File: config.mk
export PLATFORM = sky130hd
export DESIGN_NAME = node
export DESIGN_NICKNAME = d
export VERILOG_FILES = /design/src/rtl/node.sv
export SDC_FILE = /design/constraint.sdc
export NUM_CORES = 1
export LEC_CHECK = 0
export BUFFER_PORTS_ARGS = -buffer_cell sky130_fd_sc_hd__buf_2
export CORE_ASPECT_RATIO = 1.2
export CORE_MARGIN = 5
export CORE_UTILIZATION = 42
export DETAILED_ROUTE_END_ITERATION = 12
export PLACE_DENSITY_LB_ADDON = 0.05
export SLEW_MARGIN = 20
export SYNTH_ARGS = -nofsm -noshare
export SYNTH_HDL_FRONTEND = slang
export SYNTH_SLANG_ARGS = --single-unit
File: constraint.sdc
create_clock -name clk -period 1.6 [get_ports clk]
set_input_delay 0.16 -clock clk [delete_from_list [all_inputs] [get_ports clk]]
set_output_delay 0.16 -clock clk [all_outputs]
set_load 0.03 [all_outputs]
File: src/rtl/node.sv
// Purpose : one point mass of a segmented rope; damped Verlet + gravity on the
//           integrate token, loads solver-corrected position on the constrain token.
// Latency : one cycle; an update is visible on x_pos/y_pos after the enabling edge.
// Backpressure: none; enables are level-sampled every edge, each high edge is one step.
//
// Ports:
//   clk                  rising-edge clock
//   reset                synchronous active-low reset, overrides both enables
//   integrate_en         phase-A token: one integration step (wins over constrain_en)
//   constrain_en         phase-B token: load new_x/new_y (ignored by the anchor)
//   new_x, new_y         constrained position from the solver, Q16.16 signed
//   x_mouse, y_mouse     mouse position, drives the anchor (NODE_ID==1) only
//   x_pos, y_pos         registered current position, Q16.16 signed
module node #(
    parameter int          NODE_ID    = 1,
    parameter logic [31:0] INIT_X     = 32'h0064_0000,
    parameter logic [31:0] INIT_Y     = 32'h000A_0000,
    parameter logic [31:0] SPACING    = 32'h000A_0000,
    parameter logic [31:0] GRAVITY    = 32'h0000_8000,
    parameter int          DAMP_SHIFT = 6
) (
    input  logic        clk,
    input  logic        reset,
    input  logic        integrate_en,
    input  logic        constrain_en,
    input  logic [31:0] new_x,
    input  logic [31:0] new_y,
    input  logic [31:0] x_mouse,
    input  logic [31:0] y_mouse,
    output logic [31:0] x_pos,
    output logic [31:0] y_pos
);

    localparam logic        IS_ANCHOR = (NODE_ID == 1);
    // Nodes hang in a vertical column at reset, SPACING apart.
    localparam logic [31:0] RESET_Y   = INIT_Y + 32'(NODE_ID - 1) * SPACING;

    logic [31:0] cur_x, cur_y, prev_x, prev_y;
    logic [31:0] cur_x_nxt, cur_y_nxt, prev_x_nxt, prev_y_nxt;

    // Velocity is implicit in (cur - prev); damping removes 1/2^DAMP_SHIFT of it.
    logic signed [31:0] vx, vy, dvx, dvy;

    always_comb begin
        vx  = $signed(cur_x - prev_x);
        vy  = $signed(cur_y - prev_y);
        dvx = vx - (vx >>> DAMP_SHIFT);
        dvy = vy - (vy >>> DAMP_SHIFT);
    end

    always_comb begin
        cur_x_nxt  = cur_x;
        cur_y_nxt  = cur_y;
        prev_x_nxt = prev_x;
        prev_y_nxt = prev_y;
        if (integrate_en) begin
            prev_x_nxt = cur_x;
            prev_y_nxt = cur_y;
            if (IS_ANCHOR) begin
                cur_x_nxt = x_mouse;
                cur_y_nxt = y_mouse;
            end else begin
                cur_x_nxt = cur_x + 32'(dvx);
                cur_y_nxt = cur_y + 32'(dvy) + GRAVITY;
            end
        end else if (constrain_en && !IS_ANCHOR) begin
            // prev is left alone so the correction shows up as velocity next step.
            cur_x_nxt = new_x;
            cur_y_nxt = new_y;
        end
    end

    always_ff @(posedge clk) begin
        if (!reset) begin
            cur_x  <= INIT_X;
            cur_y  <= RESET_Y;
            prev_x <= INIT_X;
            prev_y <= RESET_Y;
        end else begin
            cur_x  <= cur_x_nxt;
            cur_y  <= cur_y_nxt;
            prev_x <= prev_x_nxt;
            prev_y <= prev_y_nxt;
        end
    end

    assign x_pos = cur_x;
    assign y_pos = cur_y;

endmodule

==> results of run 1 <==
==> state kept, by name, indices dropped and copies added (netlist names) <==
name,cells
y_pos,32
x_pos,32
==> logic make-up (layout without fill, tap and decap cells) <==
kind of cell,after synthesis,count (layout),synth area share [%]
DFF,64,64,52.5
and+or+nand+nor,64,64,15.9
muxes,64,64,26.3
buffers and inverters,14,149,5.28
==> cell type report <==
class	instances	area [µm²]
flip-flops and latches	64	1280
multi-input cells	128	1030
repair buffers	135	716
clock buffers	14	173
well taps	80	100
fillers	537	2370
==> Yosys cell counts (all sizes together) <==
cell / number
nor2b: 59
mux2i: 64
nand2: 5
buf: 7
dfxtp: 64
clkbuf: 7
==> worst max path at each step <==
stage / from / end / slack [ns] / cells past startpoint
2_1_floorplan: integrate_en / x_pos[18]$_SDFFE_PN1P_ / 0.78 / 4
3_3_place_gp: integrate_en / y_pos[11]$_SDFFE_PN0P_ / 0.50 / 4
3_5_place_dp: integrate_en / x_pos[9]$_SDFFE_PN0P_ / 0.48 / 4
4_1_cts: x_pos[19]$_SDFFE_PN0P_ / x_pos[19] / 0.55 / 1
5_1_grt: x_pos[20]$_SDFFE_PN0P_ / x_pos[20] / 0.52 / 1
6_report: x_pos[20]$_SDFFE_PN0P_ / x_pos[20] / 0.57 / 1
==> power breakdown <==
part	total [µW]	internal, µW	leakage (µW)	switching, µW
Sequential	1730	1690	0.000529	42.3
Clock	1210	674	0.0000886	540
Combinational	607	249	0.00109	359
Total	3550	2610	0.00171	940
==> tightest hold or removal path, cell delays in order <==
cell and delay, ns:
buf_2 0.07, mux2i_1 0.06, nand2_1 0.05
==> metal layers <==
| layer | vias to the layer above | track usage [%] | share of wire (%) |
|---|---|---|---|
| met3 | 12 | 7.23 | 12 |
| met2 | 94 | 21.1 | 42 |
| met5 | - | 0 | 0 |
| met4 | 0 | 8.17 | 2.2 |
| met1 | 804 | 18.1 | 44 |
| li1 | 940 | - | - |
==> stage by stage <==
step / cells / worst slack (ns) / area [µm²] / hold slack, ns
3_5_place_dp: 407 / 0.485 / 3130 / 0.382
3_3_place_gp: 407 / 0.499 / 3130 / 0.379
5_1_grt: 421 / 0.518 / 3300 / 0.0514
4_1_cts: 421 / 0.547 / 3300 / 0.0363
2_1_floorplan: 206 / 0.776 / 2440 / 0.288
6_report: 421 / 0.570 / 3300 / 0.0564
==> summary.txt, run 1 <==
Placement
  – DP HPWL: 3990 µm
  – Port Buffer Count: 130
  – GP Congestion: 0.705

CTS
  – H-tree Lvls: 3
  – Worst-Skew Late Latency: 0.32 ns
  – Hold buffers post-CTS: 0
  – CTS tree: yes
  – CTS Root Cell: clkbuf_8
  – Cts repair resizes: 0
  – TritonCTS buffer count: 9
  – Postcts setup bufs: 0
  – Clk sink count: 64
  – Clock transition at path regs: 0.07 ns
  – CTS max path bufs: 2

Route
  – DRC viols: 0
  – DR pass1 iterations: 4
  – Via count: 1850
  – Post-route ant nets: 0
  – WL/cell: 12.8 µm
  – Initial DRC Count: 49
  – Via/cell ratio: 4.39
  – WL final: 5410 µm

Worst setup path
  – Reg-to-Reg End: x_pos[9]$_SDFFE_PN0P_
  – Reg2reg start: x_pos[9]$_SDFFE_PN0P_
  – CP peak stage delay: 0.33 ns
  – Slowest-stage cell, CP: dfxtp_1
  – Internal reg-to-reg setup slack: 0.98 ns
  – Crit Path Max Fanout: 2
  – Critical Path AT: 0.87 ns
  – CP Capture Type: primary output
  – Reg2reg path depth: 2
  – Delay-heaviest family, CP: flip-flops
  – Crit Path Class: register to primary output
  – Required time of the critical path: 1.44 ns
  – Startpoint Class: register
  – Worst path cell trace: buf_2
  – WP buf/inv: 1

Timing
  – Maximum clock frequency: 971 MHz
  – Slew margin rel.: 80.7%
  – Clock Skews: 0 ns
  – Slew of the pin with the lowest slew margin: 0.289 ns
  – Period utilization: 64.4%
  – Endpoints failing setup: 0
  – Final max-slew violation count: 0
  – Final TNS setup: 0 ns
  – RSZ-0062 raised after global routing: false
  – Final hold vios: 0
  – Post-route minimum period: 1.03 ns

Min path
  – Hold Path Cell Cnt: 3
  – Hold Startpoint: x_mouse[18]
  – Hold Path Class: primary input to register
  – Min-Delay Endpoint: x_pos[18]$_SDFFE_PN1P_

Final layout
  – Share of post-route cells with drive strength above 1: 43.1%
  – NumNets Final: 470
  – Final core utilization: 58.2%
  – Most frequent cells in the layout: buf_2, mux2i_1, dfxtp_1
  – Most common cell after layout, fill and taps aside: buf_2
  – Synth-to-Final Area Change: 35.2%
  – Antenna diodes: 0

Floorplan
  – Effective utilization at floorplan: 43.0%
  – Die Y: 93.5 µm
  – DIE AREA: 7440 µm²
  – Top Ports: 196
  – Std-Cell Rows: 30
  – Core ar.: 5670 µm²
  – DIE WIDTH: 79.6 µm

Yosys
  – Cell taking the most area after synthesis: dfxtp_1
  – Yosys warnings: 0
  – Yosys top cell area share: 52.5%
  – Synthesized area: 2440 µm²
  – Post-Syn Area per Cell: 11.8 µm²
  – Post-synthesis cell type count: 8
  – Syn nets: 338
  – Synth Register Bits: 64
  – Top cells by area, synth: dfxtp_1, mux2i_1, nor2b_1
  – Register area share after synthesis: 52.5%
  – Syn Inst Count: 206

Pwr
  – Final total power: 3550 µW
  – Max VDD drop: 723 µV
  – PwrDens: 1080 nW/µm²
  – Pleak: 0.00171 µW

Global routing
  – Largest net degree at the start of global routing: 35
  – Initial antenna violation count: 0
  – GRT overflow: 0
  – Vias in the first global route: 1841
  – First-pass GRT wire length: 8500 µm
  – Tot GR Track Use: 14.8%

Status
  – Status: finished clean

Run
  – Max-cap violations: 0
No activity file was read; power rests on OpenSTA's default activity.
==> run 2: changes to the inputs <==
- CORE_UTILIZATION: 42 -> 35
- clock period: 1.6 -> 0.9 ns (I/O delays scaled with it)
==> run 2 against run 1 <==
- clock skew is the same
- global-route usage fell by 0.92 points
- final cell count up 5.0%
- sequential cell count unchanged
- worst hold slack got worse by 0.036 ns
- via count increased by 3.9%
- clock power grew 120%
- sequential share of layout area fell by 4.3 points
- critical endpoint is now x_pos[14]
==> summary.txt, run 2 (synthesized netlist as in run 1, its figures left out) <==
Floorplan
  – DIE AREA: 8740 µm²
  – Std-Cell Rows: 33
  – Top Ports: 196
  – Die Y: 101 µm
  – Core ar.: 6810 µm²
  – Effective utilization at floorplan: 35.8%
  – DIE WIDTH: 86.2 µm

Timing
  – Final TNS setup: 0 ns
  – Final max-slew violation count: 0
  – Slew margin rel.: 85.8%
  – Post-route minimum period: 0.884 ns
  – Slew of the pin with the lowest slew margin: 0.213 ns
  – Maximum clock frequency: 1130 MHz
  – RSZ-0062 raised after global routing: true
  – Clock Skews: 0 ns
  – Final hold vios: 0
  – Period utilization: 98.2%
  – Endpoints failing setup: 0

CTS
  – CTS Root Cell: clkbuf_8
  – Clock transition at path regs: 0.07 ns
  – Worst-Skew Late Latency: 0.32 ns
  – H-tree Lvls: 3
  – CTS tree: yes
  – TritonCTS buffer count: 9
  – Clk sink count: 64
  – CTS max path bufs: 2

Run
  – Max-cap violations: 0

Worst setup path
  – Worst path cell trace: buf_6
  – Slowest-stage cell, CP: dfxtp_2
  – Startpoint Class: register
  – Critical Path AT: 0.79 ns
  – WP buf/inv: 1
  – CP peak stage delay: 0.34 ns
  – Required time of the critical path: 0.81 ns
  – Internal reg-to-reg setup slack: 0.12 ns
  – Crit Path Max Fanout: 2
  – Crit Path Class: register to primary output
  – Delay-heaviest family, CP: flip-flops
  – Reg2reg path depth: 3
  – CP Capture Type: primary output
  – Critical Path Stages: 1

Min path
  – Hold Path Cell Cnt: 3
  – Hold Path Class: primary input to register

Route
  – WL final: 5980 µm
  – DR pass1 iterations: 4
  – Post-route ant nets: 0
  – Via/cell ratio: 4.35
  – WL/cell: 13.5 µm
  – DRC viols: 0
  – Via count: 1923
  – Initial DRC Count: 22

Global routing
  – First-pass GRT wire length: 9670 µm
  – Tot GR Track Use: 13.9%
  – GR Layer Usage met3: 5.13%
  – Largest net degree at the start of global routing: 39
  – GRT overflow: 0
  – Met2 Resource Use GR: 21.9%
  – Met1 Use GR: 16.7%
  – Vias in the first global route: 2069
  – Busiest grt layer: met2
  – Initial antenna violation count: 0

Final layout
  – Most common cell after layout, fill and taps aside: buf_2
  – Synth-to-Final Area Change: 61.7%
  – Most frequent cells in the layout: buf_2, mux2i_1, buf_6, dfxtp_2, nor2b_1
  – Share of post-route cells with drive strength above 1: 61.7%
  – NumNets Final: 482
  – Antenna diodes: 0

Pwr
  – Pleak: 0.00189 µW
  – Max VDD drop: 1000 µV
  – PwrDens: 1810 nW/µm²
  – Final total power: 7130 µW

Status
  – Status: finished clean

Placement
  – DP HPWL: 4120 µm
  – Port Buffer Count: 130
  – GP Congestion: 0.635
[run 2: power by group]
group / switching [µW] / total, µW / internal [µW]
Combinational: 655 / 1330 / 678
Clock: 1000 / 2640 / 1640
Sequential: 116 / 3150 / 3040
[run 2: layer usage]
metal	wire [µm]	share of wire, %
met5	0	0
met4	144	2.4
met3	586	9.8
met2	2790	47
met1	2460	41
[run 2: what timing repair did]
item / CTS / global route
endpoints found under the setup margin: 64 / 56
buffers inserted: 0 / 4
hold buffers: 5 / 0
hold endpoints to repair: 5 / 0
gates resized for setup: 192 / 0
[run 2: metrics by stage]
step	setup WS, ns	std cells	hold WS, ns	cell area (µm²)	util, %
floorplan	0.146	206	0.218	2440	-
global placement	0.0499	417	0.314	3170	46.5
detailed placement	0.0247	417	0.314	3170	46.5
CTS	-0.00666	438	0.00349	3910	57.4
global route	-0.0309	442	0.0201	3940	57.9
finish	0.0160	442	0.0205	3940	57.9
[run 2: cell type report]
type,count,area [µm²]
timing repair buffer,147,1230
clock buffer,13,149
fill,612,2870
clock inverter,3,65.1
tap,87,109
sequential,64,1360
multi-input combinational,128,1030
[run 2: worst paths after layout]
path,startpoint,to
setup reg to reg,y_pos[13]$_SDFFE_PN0P_,y_pos[13]$_SDFFE_PN0P_
setup / recovery,x_pos[14]$_SDFFE_PN0P_,x_pos[14]
hold reg to reg,x_pos[18]$_SDFFE_PN1P_,x_pos[18]$_SDFFE_PN1P_
hold / removal,x_mouse[8],x_pos[8]$_SDFFE_PN0P_
==> run 3: changes to the inputs <==
- CORE_UTILIZATION: 35 -> 36
- CTS_BUF_LIST: unset -> sky130_fd_sc_hd__clkbuf_8
==> run 3 against run 2 <==
- via count is 0.83% lower
- critical path type unchanged
- register-to-register slack better by 0.05 ns
- core utilization is 3.5 points higher
==> summary.txt, run 3 (synthesized netlist as in run 1, its figures left out) <==
Worst setup path
  – CP peak stage delay: 0.34 ns
  – Delay-heaviest family, CP: flip-flops
  – WP buf/inv: 1
  – Crit Path Class: register to primary output
  – Crit Path Max Fanout: 2
  – Worst path cell trace: buf_6
  – Critical Path AT: 0.80 ns
  – Slowest-stage cell, CP: dfxtp_2
  – Required time of the critical path: 0.81 ns
  – Startpoint Class: register
  – CP Capture Type: primary output

Route
  – Initial DRC Count: 23
  – Via/cell ratio: 4.30
  – DR pass1 iterations: 3
  – Via count: 1907
  – DRC viols: 0
  – Post-route ant nets: 0
  – WL final: 5990 µm
  – WL/cell: 13.5 µm

Floorplan
  – Std-Cell Rows: 32
  – Core ar.: 6530 µm²
  – Die Y: 100 µm
  – Top Ports: 196
  – Effective utilization at floorplan: 37.4%
  – DIE WIDTH: 85.1 µm
  – DIE AREA: 8530 µm²

Min path
  – Hold Path Class: primary input to register

Timing
  – PnR worst setup slack: 0.00881 ns
  – Endpoints failing setup: 0
  – Period utilization: 99.0%
  – Final max-slew violation count: 0
  – RSZ-0062 raised after global routing: true
  – Maximum clock frequency: 1120 MHz
  – Clock Skews: 0 ns
  – Post-route minimum period: 0.891 ns
  – Final hold vios: 0
  – Slew margin rel.: 81.9%
  – Slew of the pin with the lowest slew margin: 0.272 ns

Pwr
  – PwrDens: 1730 nW/µm²
  – Pleak: 0.00192 µW
  – Final total power: 6950 µW
  – Max VDD drop: 886 µV

Placement
  – GP Congestion: 0.664
  – DP HPWL: 4140 µm
  – Port Buffer Count: 130
  – DP Worst Slack: -0.0213 ns

Final layout
  – Share of post-route cells with drive strength above 1: 61.0%
  – Antenna diodes: 0
  – Most frequent cells in the layout: buf_2, mux2i_1, buf_6, dfxtp_2, nor2b_1
  – NumNets Final: 486
  – Most common cell after layout, fill and taps aside: buf_2
  – Synth-to-Final Area Change: 64.3%

CTS
  – CTS max path bufs: 2
  – Clock transition at path regs: 0.07 ns
  – Clk sink count: 64
  – H-tree Lvls: 3
  – Worst-Skew Late Latency: 0.33 ns
  – CTS tree: yes
  – TritonCTS buffer count: 9
  – CTS Root Cell: clkbuf_8

Global routing
  – First-pass GRT wire length: 9790 µm
  – Vias in the first global route: 2052
  – Initial antenna violation count: 0
  – Largest net degree at the start of global routing: 35
  – GRT overflow: 0
  – Tot GR Track Use: 14.5%

Status
  – Status: finished clean

Run
  – Max-cap violations: 0
==> run 3: report_power, final <==
group	total [µW]	switching, µW	leakage (µW)	internal (µW)
combinational	1360	659	0.00126	706
clock	2430	1030	0.000112	1400
sequential	3160	117	0.000548	3040
total	6950	1800	0.00192	5150
==> run 3: tightest hold or removal path, cell delays in order <==
cell and delay (ns):
buf_2 0.07, mux2i_1 0.05, nor2b_1 0.09
==> run 3: final timing paths <==
kind,slack (ns),endpoint,from,cells past startpoint
setup / recovery,0.009,y_pos[24],y_pos[24]$_SDFFE_PN0P_,1
hold / removal,0.02,y_pos[31]$_SDFFE_PN0P_,y_mouse[31],3
setup reg to reg,0.17,y_pos[24]$_SDFFE_PN0P_,y_pos[24]$_SDFFE_PN0P_,3
hold reg to reg,0.48,y_pos[19]$_SDFFE_PN1P_,y_pos[19]$_SDFFE_PN1P_,2
==> run 3: layout make-up <==
| class | instances | area (µm²) |
|---|---|---|
| Timing Repair Buffer | 151 | 1310 |
| Sequential cell | 64 | 1360 |
| Tap cell | 85 | 106 |
| Clock buffer | 11 | 151 |
| Fill cell | 533 | 2520 |
| Clock inverter | 5 | 47.5 |
| Multi-Input combinational cell | 128 | 1030 |
==> run 3: metal layers <==
metal | track usage (%) | part of all wire (%)
met1 | 16.6 | 41
met2 | 24.2 | 49
met3 | 5.42 | 9.0
met4 | 6.21 | 1.4
met5 | 0 | 0
==> run 3: metrics by stage <==
| stage | setup TNS [ns] | utilization [%] | cells | hold slack [ns] | instance area (µm²) |
|---|---|---|---|---|---|
| 6_report | 0 | 61.4 | 444 | 0.0176 | 4010 |
| 5_1_grt | -1.40 | 61.4 | 444 | 0.00208 | 4010 |
| 4_1_cts | -0.111 | 61.0 | 441 | 0.00130 | 3980 |
| 3_5_place_dp | -0.0213 | 49.1 | 415 | 0.314 | 3200 |
| 3_3_place_gp | 0 | 49.1 | 415 | 0.304 | 3200 |
| 2_1_floorplan | 0 | - | 206 | 0.218 | 2440 |
==> run 3: timing repair <==
action / in CTS / in global routing
endpoints found under the setup margin: 64 / 63
resized for setup: 192 / 0
setup buffers: 1 / 2
hold endpoints to repair: 9 / 1
hold buffers: 9 / 1
